[src/rtl/sys_clk_gen_pkg.sv]
// Shared types and helpers for the multi-channel clock-pattern generator.
package sys_clk_gen_pkg;

  localparam int unsigned MAX_CNT_W = 32;

  typedef enum logic [1:0] {
    IDLE     = 2'd0,
    OFFSET   = 2'd1,
    RUN      = 2'd2,
    STOPPING = 2'd3
  } chan_state_e;

  // A half-period of zero would never toggle; treat it as one cycle.
  function automatic logic [MAX_CNT_W-1:0] clamp_half(input logic [MAX_CNT_W-1:0] half);
    return (half == '0) ? MAX_CNT_W'(1) : half;
  endfunction

endpackage

[src/rtl/clk_gen_chan.sv]
// One generator channel: offset/half-period counters, start/stop FSM and
// shadowed configuration that only takes effect on phase boundaries.
module clk_gen_chan
  import sys_clk_gen_pkg::*;
#(
  parameter int unsigned CNT_W      = 16,
  parameter int unsigned DEF_HALF   = 2,
  parameter int unsigned DEF_OFFSET = 0
) (
  input  logic             clk,
  input  logic             rst_n,
  input  logic             en,
  input  logic             sync_start,
  input  logic             wr_en,
  input  logic [CNT_W-1:0] wr_half,
  input  logic [CNT_W-1:0] wr_offset,
  output logic             clk_out,
  output logic             clk_pulse,
  output logic             running,
  output logic             pending
);

  localparam logic [CNT_W-1:0] RST_HALF   = CNT_W'(clamp_half(MAX_CNT_W'(DEF_HALF)));
  localparam logic [CNT_W-1:0] RST_OFFSET = CNT_W'(DEF_OFFSET);

  chan_state_e      state, state_nxt;
  logic [CNT_W-1:0] cnt, cnt_nxt;
  logic [CNT_W-1:0] half, half_nxt;
  logic [CNT_W-1:0] offset, offset_nxt;
  logic [CNT_W-1:0] sh_half, sh_half_nxt;
  logic [CNT_W-1:0] sh_offset, sh_offset_nxt;
  logic             pending_nxt;
  logic             out_nxt, pulse_nxt;
  logic [CNT_W-1:0] wr_half_cl;
  logic             restart, quiet, boundary;

  // State, counters, configuration and registered outputs.
  always_ff @(posedge clk or negedge rst_n) begin
    if (!rst_n) begin
      state     <= IDLE;
      cnt       <= '0;
      half      <= RST_HALF;
      offset    <= RST_OFFSET;
      sh_half   <= RST_HALF;
      sh_offset <= RST_OFFSET;
      pending   <= 1'b0;
      clk_out   <= 1'b0;
      clk_pulse <= 1'b0;
      running   <= 1'b0;
    end else begin
      state     <= state_nxt;
      cnt       <= cnt_nxt;
      half      <= half_nxt;
      offset    <= offset_nxt;
      sh_half   <= sh_half_nxt;
      sh_offset <= sh_offset_nxt;
      pending   <= pending_nxt;
      clk_out   <= out_nxt;
      clk_pulse <= pulse_nxt;
      running   <= (state_nxt == RUN) || (state_nxt == STOPPING);
    end
  end

  // Next-state: config shadowing first, then the channel FSM using the
  // configuration that is in force from this edge on.
  always_comb begin
    state_nxt     = state;
    cnt_nxt       = cnt;
    half_nxt      = half;
    offset_nxt    = offset;
    sh_half_nxt   = sh_half;
    sh_offset_nxt = sh_offset;
    pending_nxt   = pending;
    out_nxt       = clk_out;
    pulse_nxt     = 1'b0;

    wr_half_cl = CNT_W'(clamp_half(MAX_CNT_W'(wr_half)));
    restart    = sync_start && en;
    quiet      = (state == IDLE) || (state == OFFSET) || restart;
    boundary   = ((state == RUN) || (state == STOPPING)) && (cnt == '0);

    // Writes land directly while the waveform is idle, else wait for a toggle.
    if (wr_en) begin
      if (quiet) begin
        half_nxt   = wr_half_cl;
        offset_nxt = wr_offset;
      end else begin
        sh_half_nxt   = wr_half_cl;
        sh_offset_nxt = wr_offset;
        pending_nxt   = 1'b1;
      end
    end else if (pending && (quiet || boundary)) begin
      half_nxt    = sh_half;
      offset_nxt  = sh_offset;
      pending_nxt = 1'b0;
    end

    if (restart) begin
      state_nxt = OFFSET;
      cnt_nxt   = offset_nxt;
      out_nxt   = 1'b0;
    end else begin
      case (state)
        IDLE: begin
          if (en) begin
            state_nxt = OFFSET;
            cnt_nxt   = offset_nxt;
          end
        end
        OFFSET: begin
          if (!en) begin
            state_nxt = IDLE;
          end else if (cnt == '0) begin
            // Leaving OFFSET already consumes one cycle of the first low phase.
            state_nxt = RUN;
            if (half_nxt == CNT_W'(1)) begin
              out_nxt   = 1'b1;
              pulse_nxt = 1'b1;
              cnt_nxt   = '0;
            end else begin
              cnt_nxt = half_nxt - CNT_W'(2);
            end
          end else begin
            cnt_nxt = cnt - CNT_W'(1);
          end
        end
        RUN: begin
          if (!en && !clk_out) begin
            state_nxt = IDLE;
          end else if (cnt == '0) begin
            out_nxt   = !clk_out;
            pulse_nxt = !clk_out;
            cnt_nxt   = half_nxt - CNT_W'(1);
            if (!en) state_nxt = IDLE;
          end else begin
            cnt_nxt = cnt - CNT_W'(1);
            if (!en) state_nxt = STOPPING;
          end
        end
        STOPPING: begin
          if (cnt == '0) begin
            out_nxt   = 1'b0;
            state_nxt = IDLE;
          end else begin
            cnt_nxt = cnt - CNT_W'(1);
          end
        end
        default: state_nxt = IDLE;
      endcase
    end
  end

endmodule

[src/rtl/sys_clk_div_gen.sv]
// Multi-channel clock-pattern generator: channel array plus config decode.
module sys_clk_div_gen
  import sys_clk_gen_pkg::*;
#(
  parameter int unsigned NUM_CH     = 4,
  parameter int unsigned CNT_W      = 16,
  parameter int unsigned DEF_HALF   = 2,
  parameter int unsigned DEF_OFFSET = 0,
  localparam int unsigned CH_W      = (NUM_CH > 1) ? $clog2(NUM_CH) : 1
) (
  input  logic              sys_clk,
  input  logic              sys_rst_n,
  input  logic              cfg_valid,
  output logic              cfg_ready,
  input  logic [CH_W-1:0]   cfg_ch,
  input  logic [CNT_W-1:0]  cfg_half,
  input  logic [CNT_W-1:0]  cfg_offset,
  input  logic [NUM_CH-1:0] ch_en,
  input  logic              sync_start,
  output logic [NUM_CH-1:0] clk_out,
  output logic [NUM_CH-1:0] clk_pulse,
  output logic [NUM_CH-1:0] ch_running
);

  logic [NUM_CH-1:0] wr_sel;
  logic [NUM_CH-1:0] wr_en;
  logic [NUM_CH-1:0] pending;
  logic              ready_c;

  // Channel decode; out-of-range channels are accepted and dropped.
  always_comb begin
    wr_sel  = '0;
    ready_c = 1'b1;
    for (int unsigned i = 0; i < NUM_CH; i++) begin
      if (cfg_ch == CH_W'(i)) begin
        wr_sel[i] = 1'b1;
        ready_c   = !pending[i];
      end
    end
  end

  assign cfg_ready = ready_c;
  assign wr_en     = wr_sel & {NUM_CH{cfg_valid & ready_c}};

  for (genvar i = 0; i < NUM_CH; i++) begin : g_ch
    clk_gen_chan #(
      .CNT_W      (CNT_W),
      .DEF_HALF   (DEF_HALF),
      .DEF_OFFSET (DEF_OFFSET)
    ) u_chan (
      .clk        (sys_clk),
      .rst_n      (sys_rst_n),
      .en         (ch_en[i]),
      .sync_start (sync_start),
      .wr_en      (wr_en[i]),
      .wr_half    (cfg_half),
      .wr_offset  (cfg_offset),
      .clk_out    (clk_out[i]),
      .clk_pulse  (clk_pulse[i]),
      .running    (ch_running[i]),
      .pending    (pending[i])
    );
  end

endmodule

[config.mk]
export PLATFORM = sky130hd
export DESIGN_NAME = sys_clk_div_gen
export DESIGN_NICKNAME = d
export VERILOG_FILES = /design/src/rtl/sys_clk_gen_pkg.sv /design/src/rtl/clk_gen_chan.sv /design/src/rtl/sys_clk_div_gen.sv
export SDC_FILE = /design/constraint.sdc
export NUM_CORES = 1
export LEC_CHECK = 0
export CAP_MARGIN = 30
export CORE_UTILIZATION = 37
export DETAILED_ROUTE_END_ITERATION = 12
export PLACE_DENSITY_LB_ADDON = 0.1
export SETUP_SLACK_MARGIN = 0.15
export SLEW_MARGIN = 20
export SYNTH_ARGS = -nofsm -noshare
export SYNTH_HDL_FRONTEND = slang
export SYNTH_SLANG_ARGS = --single-unit
[constraint.sdc]
create_clock -name sys_clk -period 5.3 [get_ports sys_clk]
set_clock_uncertainty 0.2 [all_clocks]
set_input_delay 0.795 -clock sys_clk [delete_from_list [all_inputs] [get_ports sys_clk]]
set_output_delay 0.795 -clock sys_clk [all_outputs]
set_load 0.01 [all_outputs]
## After elaboration in Yosys (flattened, before gate mapping)

Index checks and enable logic that the tools add are counted.

- Add/sub/neg operators: 12
- $mul: 0
- Div/mod/pow operators: 0
- Magnitude comparators: 0
- Equal/unequal tests: 63
- Shifts and indexed selects: 0
- Muxes and demuxes: 181
- Bitwise logic cells: 6
- Reduce and logical (&&, ||, !) cells: 82

Operator list:

| cell | number |
|---|---|
| 16-bit 2-to-1 mux | 57 |
| 16-bit case mux with 4 select lines | 4 |
| 16-bit by 1-bit subtractor with 16-bit output (second input constant) | 8 |
| 3-bit by 2-bit inequality test with 1-bit output (second input constant) | 32 |
| 16-bit zero test | 5 |
| 1-bit 2-to-1 mux | 72 |
| 2-bit 2-to-1 mux | 36 |
| 16-bit by 1-bit equality test with 1-bit output (second input constant) | 4 |
| 16-bit by 2-bit subtractor with 16-bit output (second input constant) | 4 |
| 2-bit equality test (second input constant) | 18 |
| 2-bit case mux with 4 select lines | 4 |
| 7-bit AND reduction | 4 |
| 1-bit logical OR | 20 |
| 1-bit logical AND | 16 |
| 2-bit AND reduction | 8 |
| 4-bit AND reduction | 4 |
| 4-bit nonzero test | 4 |
| 1-bit zero test | 12 |
| 1-bit case mux with 3 select lines | 4 |
| 2-bit by 1-bit equality test with 1-bit output (second input constant) | 5 |
| 2-bit zero test | 5 |
| 2-bit inequality test (second input constant) | 4 |
| 1-bit case mux with 2 select lines | 4 |
| 2-bit nonzero test | 4 |
| other kinds (3) | 6 |

- Flip-flop bits (word level): 344
- Latch bits: 0
- Bits in writable memories: 0
- ROM bits: 0
- Bits of input ports: 42
- Output and inout port bits: 13
- Word-level logic and storage cells: 384
- Memories kept: 0

## Logic depth before layout (Yosys ltp)

Gate-level depths: netlist of run 1.

- Depth after elaboration: 14
- Gate-level depth with buffers: 18
- Mapped depth without buffers: 15

## Cells and area by module

Synthesis of run 1 repeated with hierarchy kept, for this count alone.

- Cell total of the unflattened synthesis: 2,669
- Area total of the unflattened synthesis: 23,739.0 um^2

Modules (own cells, without submodules):

| module | times used | cells each | area each (um^2) |
|---|---|---|---|
| clk_gen_chan at g_ch[0].u_chan ... | 2 | 658 | 5,979.5 |
| clk_gen_chan at g_ch[2].u_chan | 1 | 687 | 5,950.7 |
| clk_gen_chan at g_ch[3].u_chan | 1 | 659 | 5,765.5 |
| sys_clk_div_gen | 1 | 7 | 63.8 |

## Worst setup path after synthesis of run 1

OpenSTA, ideal clock, no wires.

- Kind: input-to-reg
- Start: in sync_start
- End: reg g_ch[0].u_chan.cnt[4]
- Library setup time: 123 ps
- Arrival: 4,281 ps
- Data required time: 4,977 ps
- Slack: 697 ps
- Stages: 12
- Cells stage by stage: clkbuf_1 clkbuf_1 a211oi_1 nor2_1 a222oi_1 ha_1 nand3b_1 o41ai_1 o21ai_0 a22oi_1 o221ai_1 o221a_2

- Word-level cells in the longest chain between the ends: 12

Ends and longest elaborated chain:

| element | line | RTL |
|---|---|---|
| start, declared | sys_clk_div_gen.sv:19 | `input logic sync_start,` |
| 1-bit logical AND * | clk_gen_chan.sv:78 | `restart = sync_start && en;` |
| 1-bit logical OR | clk_gen_chan.sv:79 | `quiet = (state == IDLE) \|\| (state == OFFSET) \|\| restart;` |
| 1-bit logical OR | clk_gen_chan.sv:92 | `end else if (pending && (quiet \|\| boundary)) begin` |
| 1-bit logical AND | clk_gen_chan.sv:92 |  |
| 16-bit 2-to-1 mux | clk_gen_chan.sv:92 |  |
| 16-bit 2-to-1 mux | clk_gen_chan.sv:83 | `if (wr_en) begin` |
| 16-bit by 2-bit subtractor with 16-bit output or 16-bit by 1-bit equality test with 1-bit output (tied branches) | clk_gen_chan.sv:121, clk_gen_chan.sv:116 |  |
| 16-bit 2-to-1 mux | clk_gen_chan.sv:116 | `if (half_nxt == CNT_W'(1)) begin` |
| 16-bit 2-to-1 mux | clk_gen_chan.sv:113 | `end else if (cnt == '0) begin` |
| 16-bit 2-to-1 mux | clk_gen_chan.sv:111 | `if (!en) begin` |
| 16-bit case mux with 4 select lines | clk_gen_chan.sv:103 | `case (state)` |
| 16-bit 2-to-1 mux | clk_gen_chan.sv:98 | `if (restart) begin` |
| end signal, assigned | clk_gen_chan.sv:52 | `cnt <= cnt_nxt;` |
| end, declared | clk_gen_chan.sv:27 | `logic [CNT_W-1:0] cnt, cnt_nxt;` |

Mark *: on every way between the ends. The rest lies on a longest branch, timed or not. The select of a mux whose other input is x is not followed.
A chain may end at the register's enable or synchronous reset.

## Worst setup path in the final report of run 1

- Start: reg g_ch[1].u_chan.cnt[0]
- End: reg g_ch[1].u_chan.cnt[7]

- Word-level cells in the longest chain between the ends: 12

Ends and longest elaborated chain:

| element | line | RTL |
|---|---|---|
| start, declared | clk_gen_chan.sv:27 |  |
| start signal, assigned | clk_gen_chan.sv:52 |  |
| 16-bit zero test | -- |  |
| 1-bit logical AND | clk_gen_chan.sv:80 | `boundary = ((state == RUN) \|\| (state == STOPPING)) && (cnt == '0);` |
| 1-bit logical OR | clk_gen_chan.sv:92 |  |
| 1-bit logical AND | clk_gen_chan.sv:92 |  |
| 16-bit 2-to-1 mux | clk_gen_chan.sv:92 |  |
| 16-bit 2-to-1 mux | clk_gen_chan.sv:83 |  |
| 16-bit by 2-bit subtractor with 16-bit output or 16-bit by 1-bit equality test with 1-bit output (tied branches) | clk_gen_chan.sv:121, clk_gen_chan.sv:116 |  |
| 16-bit 2-to-1 mux | clk_gen_chan.sv:116 |  |
| 16-bit 2-to-1 mux | clk_gen_chan.sv:113 |  |
| 16-bit 2-to-1 mux | clk_gen_chan.sv:111 |  |
| 16-bit case mux with 4 select lines | clk_gen_chan.sv:103 |  |
| 16-bit 2-to-1 mux | clk_gen_chan.sv:98 |  |

Several ways; a longest one is shown, not always the timed one. The select of a mux whose other input is x is not followed.

==> results of run 1 <==
## path summary, 6_finish.rpt
path                                                                 to  cells past startpoint                                  start  slack (ps)
worst min-delay path                   g_ch[0].u_chan.half[7]$_DFF_PN0_                      1                              sys_rst_n          -6
worst max register to register        g_ch[1].u_chan.cnt[7]$_DFFE_PN0P_                     14      g_ch[1].u_chan.cnt[0]$_DFFE_PN0P_         620
worst min register to register    g_ch[0].u_chan.sh_half[0]$_DFFE_PN0P_                      2  g_ch[0].u_chan.sh_half[0]$_DFFE_PN0P_         300
min in group sys_clk              g_ch[0].u_chan.sh_half[0]$_DFFE_PN0P_                      2  g_ch[0].u_chan.sh_half[0]$_DFFE_PN0P_         300
worst max-delay path                  g_ch[1].u_chan.cnt[7]$_DFFE_PN0P_                     14      g_ch[1].u_chan.cnt[0]$_DFFE_PN0P_         620
max in group asynchronous       g_ch[3].u_chan.sh_offset[1]$_DFFE_PN0P_                      2                              sys_rst_n        3840
## final cells by class
cell class                      count  area, um^2
Fill cell                        5709       32000
Multi-Input combinational cell   1784       11600
Sequential cell                   344        8620
Timing Repair Buffer              207        1710
Clock buffer                       64        1230
Tap cell                          756         946
Inverter                           91         342
Clock inverter                     14         151
## routing by layer
layer	track usage (%)	vias up	part of all wire (%)	wire [um]
li1	-	8961	-	-
met1	36.5	9717	47	35200
met2	39.7	637	45	33400
met3	3.30	114	5.4	4050
met4	6.98	2	2.4	1760
met5	0	-	0.013	10
## synth_stat cells (16+ instances only)
cell	instances	share of area, %
nand3_1	57	1.3
clkbuf_1	130	2.3
xnor2_1	80	3.3
o21ai_0	140	3.3
nor2_1	238	4.2
nand4_1	18	0.53
or3_1	23	0.68
nand2_1	212	3.7
ha_1	44	2.6
a21oi_1	120	2.8
a221oi_1	19	0.78
a31oi_1	41	1.2
xor2_1	39	1.6
o22ai_1	91	2.7
o211a_1	16	0.75
mux2_2	127	6.7
inv_1	90	1.6
nor3_1	81	1.9
nand2b_1	28	0.82
nor4_1	31	0.91
a211oi_1	30	1.1
a22oi_1	59	2.1
o32ai_1	19	0.78
dfrtp_1	336	39
## critical path, cell delays in order, from the launching register on
cell,delay [ps]
dfrtp_1,400
inv_1,120
ha_1,240
nor3b_1,160
nand4b_1,100
buf_4,420
nor2_1,180
o311ai_0,820
nand4_1,270
o41ai_2,400
buf_4,240
o21ai_0,110
a2111oi_0,620
buf_4,220
nor2_1,40
## stage by stage
stage / instances / total power [mW]
final: 3260 / 12.8
after CTS: 3260 / 12.8
after floorplan: 2390 / 8.01
after global routing: 3260 / 13.6
after global placement: 3181 / 9.73
after detailed placement: 3182 / 9.79
## logic make-up after synthesis
family	after synthesis	share of synthesized area (%)
AO/OA/AOI/OAI	693	21.8
XOR/XNOR	119	4.90
adder cells (fa/ha/maj)	44	2.59
buffers and inverters	262	5.00
flip-flops	344	40.5
multiplexers	134	7.11
AND/OR/NAND/NOR	794	18.1
## registers in the layout, indices dropped and copies added, names as in the netlist
name	flops
g_ch.u_chan.state	8
g_ch.u_chan.clk_pulse	4
g_ch.u_chan.offset	64
g_ch.u_chan.clk_out	4
g_ch.u_chan.half	64
g_ch.u_chan.pending	4
g_ch.u_chan.sh_offset	64
g_ch.u_chan.cnt	64
g_ch.u_chan.running	4
g_ch.u_chan.sh_half	64
## report_power, final
part / switching [mW] / internal, mW / total, mW
combinational: 3.12 / 2.22 / 5.34
sequential: 0.758 / 3.76 / 4.51
clock: 1.19 / 1.74 / 2.94
total: 5.07 / 7.72 / 12.8
==> flow_metrics.tcl, run 1 <==
set metrics [dict create \
    design_area_um2 24600 \
    arrival_ps 4930 \
    grt_pass1_wl_um 117000 \
    synth_edf_count 0 \
    hold_buffers 0 \
    drtAntennaViolNets 0 \
    clkSlewWorstSetupHoldPaths_ps 60 \
    clockBufferDepth 3 \
    port_buffers 54 \
    grt_max_degree 107 \
    rsz0062_at_grt "false" \
    die_w_um 242 \
    initial_core_util_pct 37.6 \
    gp_congestion 0.940 \
    fmaxAchievable_mhz 214 \
    detailed_place.area_um2 23300 \
    async_reset_ff_share_pct 100 \
    crit_path_start_kind "register" \
    fin_util_pct 43.5 \
    peakVddDrop_mv 0.277 \
    ys_seq_area_share_pct 40.5 \
    hold_viol_final 1 \
    pin_count 55 \
    required_ps 5550 \
    ys_ff_latch 344 \
    syn_area_um2 21300 \
    drive_above_1_share_pct 15.3 \
    final_common_cell "dfrtp_1" \
    cts_tree "built" \
    wl_per_cell_um 22.8 \
    grt_pass1_vias 19000 \
    synthCells 2390 \
    ys_types 81 \
    ctsResizeCount 0 \
    vias 19400 \
    core_um2 56600 \
    hold_class "in -> async" \
    ys_warn_count 0 \
    crit_type "reg -> reg" \
    pre_cts_slack_ps 130 \
    drtIter0Drc 1673 \
    leakage_nw 10.1 \
    htreeDepth 2 \
    setup_slack_ps 622 \
    chipHeight_um 242 \
    dieArea_um2 58500 \
    syn_nets 2476 \
    max_slew.worst_pin.slew_ps 907 \
    outcome "finished, violations left" \
    powerDensity_nw_per_um2 519 \
    tns_ps 0 \
    first_pass_iters 5 \
    postCtsSetupBuffers 0 \
    routed_wl_um 74400 \
    cp-end-kind "register" \
    via_per_inst 5.96 \
    cts_buffers 42 \
    ys.flop_type "dfrtp_1" \
    cp_max_fo 42 \
    cap_violations 0 \
    maxSlewHeadroom_pct 38.7 \
    synthToLayoutAreaGrowth_pct 15.7 \
    clock_latency_ps 570 \
    finalMaxSlewViolations 0 \
    drc 0 \
    setup_violations 0 \
    mostFrequentLayoutCells "dfrtp_1 (336), nor2_1 (238), nand2_1 (212)" \
    antenna_found_initial 3 \
    grt-ovfl-total 0 \
    nets 2556 \
    clock_sinks 344 \
    root_buffer "clkbuf_16" \
    whs_ps -5.54 \
    grt.total_usage_pct 25.3 \
    period_needed_ps 4680 \
    insertedDiodeCount 0 \
    syn_area_per_cell_um2 8.91 \
    period_share_pct 88.3 \
    dp_hpwl_um 53100 \
    violations "hold timing" \
    core.rowCount 87 \
]
No activity file was read; power rests on OpenSTA's default activity.
==> inputs of run 2 (changes only) <==
--- a/config.mk
+++ b/config.mk
@@ -6,7 +6,7 @@
 export NUM_CORES = 1
 export LEC_CHECK = 0
 export CAP_MARGIN = 30
-export CORE_UTILIZATION = 37
+export CORE_UTILIZATION = 32
 export DETAILED_ROUTE_END_ITERATION = 12
 export PLACE_DENSITY_LB_ADDON = 0.1
 export SETUP_SLACK_MARGIN = 0.15
==> run 2 against run 1 <==
The flow now finishes without violations. Final cell count grew 3.4%. Global-route usage shrank 2.0 points. Sequential power is essentially flat. Non-clock buffer count grew 3. Worst hold slack gained 56 ps. Setup slack gained 44 ps. First-iteration DRC count shrank 19%. Critical endpoint unchanged. Largest power group unchanged.
==> flow_metrics.tcl, run 2 (same netlist as run 1, synthesis figures left out) <==
set metrics [dict create \
    outcome "complete, no violations" \
    mostFrequentLayoutCells "dfrtp_1 (336), nor2_1 (238), nand2_1 (212)" \
    die_w_um 260 \
    via_per_inst 5.72 \
    hold_class "in -> async" \
    crit_type "reg -> reg" \
    grt.total_usage_pct 23.3 \
    period_needed_ps 4630 \
    tns_ps 0 \
    cts_tree "built" \
    grt-ovfl-total 0 \
    port_buffers 54 \
    arrival_ps 4910 \
    multi_input_area_um2 11600 \
    initial_core_util_pct 32.4 \
    cp_max_fo 13 \
    crit_path_start_kind "register" \
    chipHeight_um 260 \
    pin_count 55 \
    postCtsSetupBuffers 0 \
    clockBufferDepth 3 \
    period_share_pct 87.4 \
    synthToLayoutAreaGrowth_pct 17.1 \
    clock_latency_ps 580 \
    cts_buffers 43 \
    leakage_nw 10.2 \
    dieArea_um2 67600 \
    core_um2 65700 \
    vias 19300 \
    clock_sinks 344 \
    drive_above_1_share_pct 15.8 \
    root_buffer "clkbuf_16" \
    htreeDepth 2 \
    grt_pass1_wl_um 121000 \
    antenna_found_initial 4 \
    grt_max_degree 95 \
    setup_violations 0 \
    wl_per_cell_um 23.3 \
    cap_violations 0 \
    dpl.cell_count 3292 \
    final_common_cell "dfrtp_1" \
    nets 2560 \
    final-seq-area_um2 8620 \
    clkSlewWorstSetupHoldPaths_ps 70 \
    layout.cells.non_filler 3372 \
    pre_cts_slack_ps 305 \
    drc 0 \
    grt_pass1_vias 19000 \
    rsz0062_at_grt "false" \
    drtIter0Drc 1354 \
    max_slew.worst_pin.slew_ps 931 \
    maxSlewHeadroom_pct 37.7 \
    ctsResizeCount 0 \
    fmaxAchievable_mhz 216 \
    required_ps 5570 \
    first_pass_iters 5 \
    fill_cells 6667 \
    setup_slack_ps 667 \
    dp_hpwl_um 56100 \
    drtAntennaViolNets 0 \
    gp_congestion 0.907 \
    powerDensity_nw_per_um2 526 \
    hold_viol_final 0 \
    p_total_mw 13.1 \
    hold_buffers 0 \
    finalMaxSlewViolations 0 \
    cp-end-kind "register" \
    peakVddDrop_mv 0.245 \
    routed_wl_um 78500 \
    core.rowCount 94 \
]
==> run 2: changes by cell type in the layout (fill, tap and decap cells not counted), sizes merged <==
cell,before,now
diode,0,1
buf,155,157
inv,91,90
bufinv,3,7
clkinv,10,11
clkbuf,64,61
==> run 2: metrics by stage <==
step	util (%)	hold slack (ps)	instance area [um^2]
CTS	37.9	86.0	24900
global placement	35.6	260	23400
floorplan	-	241	21300
detailed placement	35.6	268	23400
finish	37.9	50.6	24900
global route	37.9	126	24900
==> run 2: report_power, final <==
group          internal (mW)  switching (mW)
Sequential              3.76           0.765
Combinational           2.22            3.18
Clock                   1.98            1.21
Total                   7.96            5.16
==> run 2: final timing paths <==
check / from / end / slack [ps] / depth (start not counted)
worst min-delay path: sys_rst_n / g_ch[2].u_chan.cnt[12]$_DFFE_PN0P_ / 50 / 1
min in group sys_clk: g_ch[1].u_chan.sh_half[0]$_DFFE_PN0P_ / g_ch[1].u_chan.sh_half[0]$_DFFE_PN0P_ / 280 / 2
worst max-delay path: g_ch[1].u_chan.state[0]$_DFF_PN0_ / g_ch[1].u_chan.cnt[7]$_DFFE_PN0P_ / 670 / 13
max in group asynchronous: sys_rst_n / g_ch[0].u_chan.offset[1]$_DFF_PN0_ / 3710 / 2
worst max register to register: g_ch[1].u_chan.state[0]$_DFF_PN0_ / g_ch[1].u_chan.cnt[7]$_DFFE_PN0P_ / 670 / 13
worst min register to register: g_ch[1].u_chan.sh_half[0]$_DFFE_PN0P_ / g_ch[1].u_chan.sh_half[0]$_DFFE_PN0P_ / 280 / 2
==> run 2: final cells by class <==
class,instances,share of cell area (%)
multi-input cells,1784,46.7
flip-flops and latches,344,34.6
clock inverters,18,1.07
inverters,91,1.37
well taps,864,4.34
repair buffers,210,6.96
diodes,1,0.0100
clock buffers,60,5.02
==> run 2: per-layer routing <==
metal | part of all wire [%] | track usage, %
met2 | 44 | 35.5
met3 | 6.1 | 3.62
met5 | 0 | 0
met1 | 47 | 33.3
met4 | 3.3 | 8.17
==> run 2: worst max-delay path: stages, from the launching register on <==
cell and delay (ps):
dfrtp_1 370, inv_1 100, ha_1 230, o21ai_0 680
nor2_1 120, buf_4 200, o311ai_0 690, nand4_1 270
o41ai_2 380, buf_4 230, o21ai_0 100, a2111oi_0 700
buf_4 220, nor2_1 40
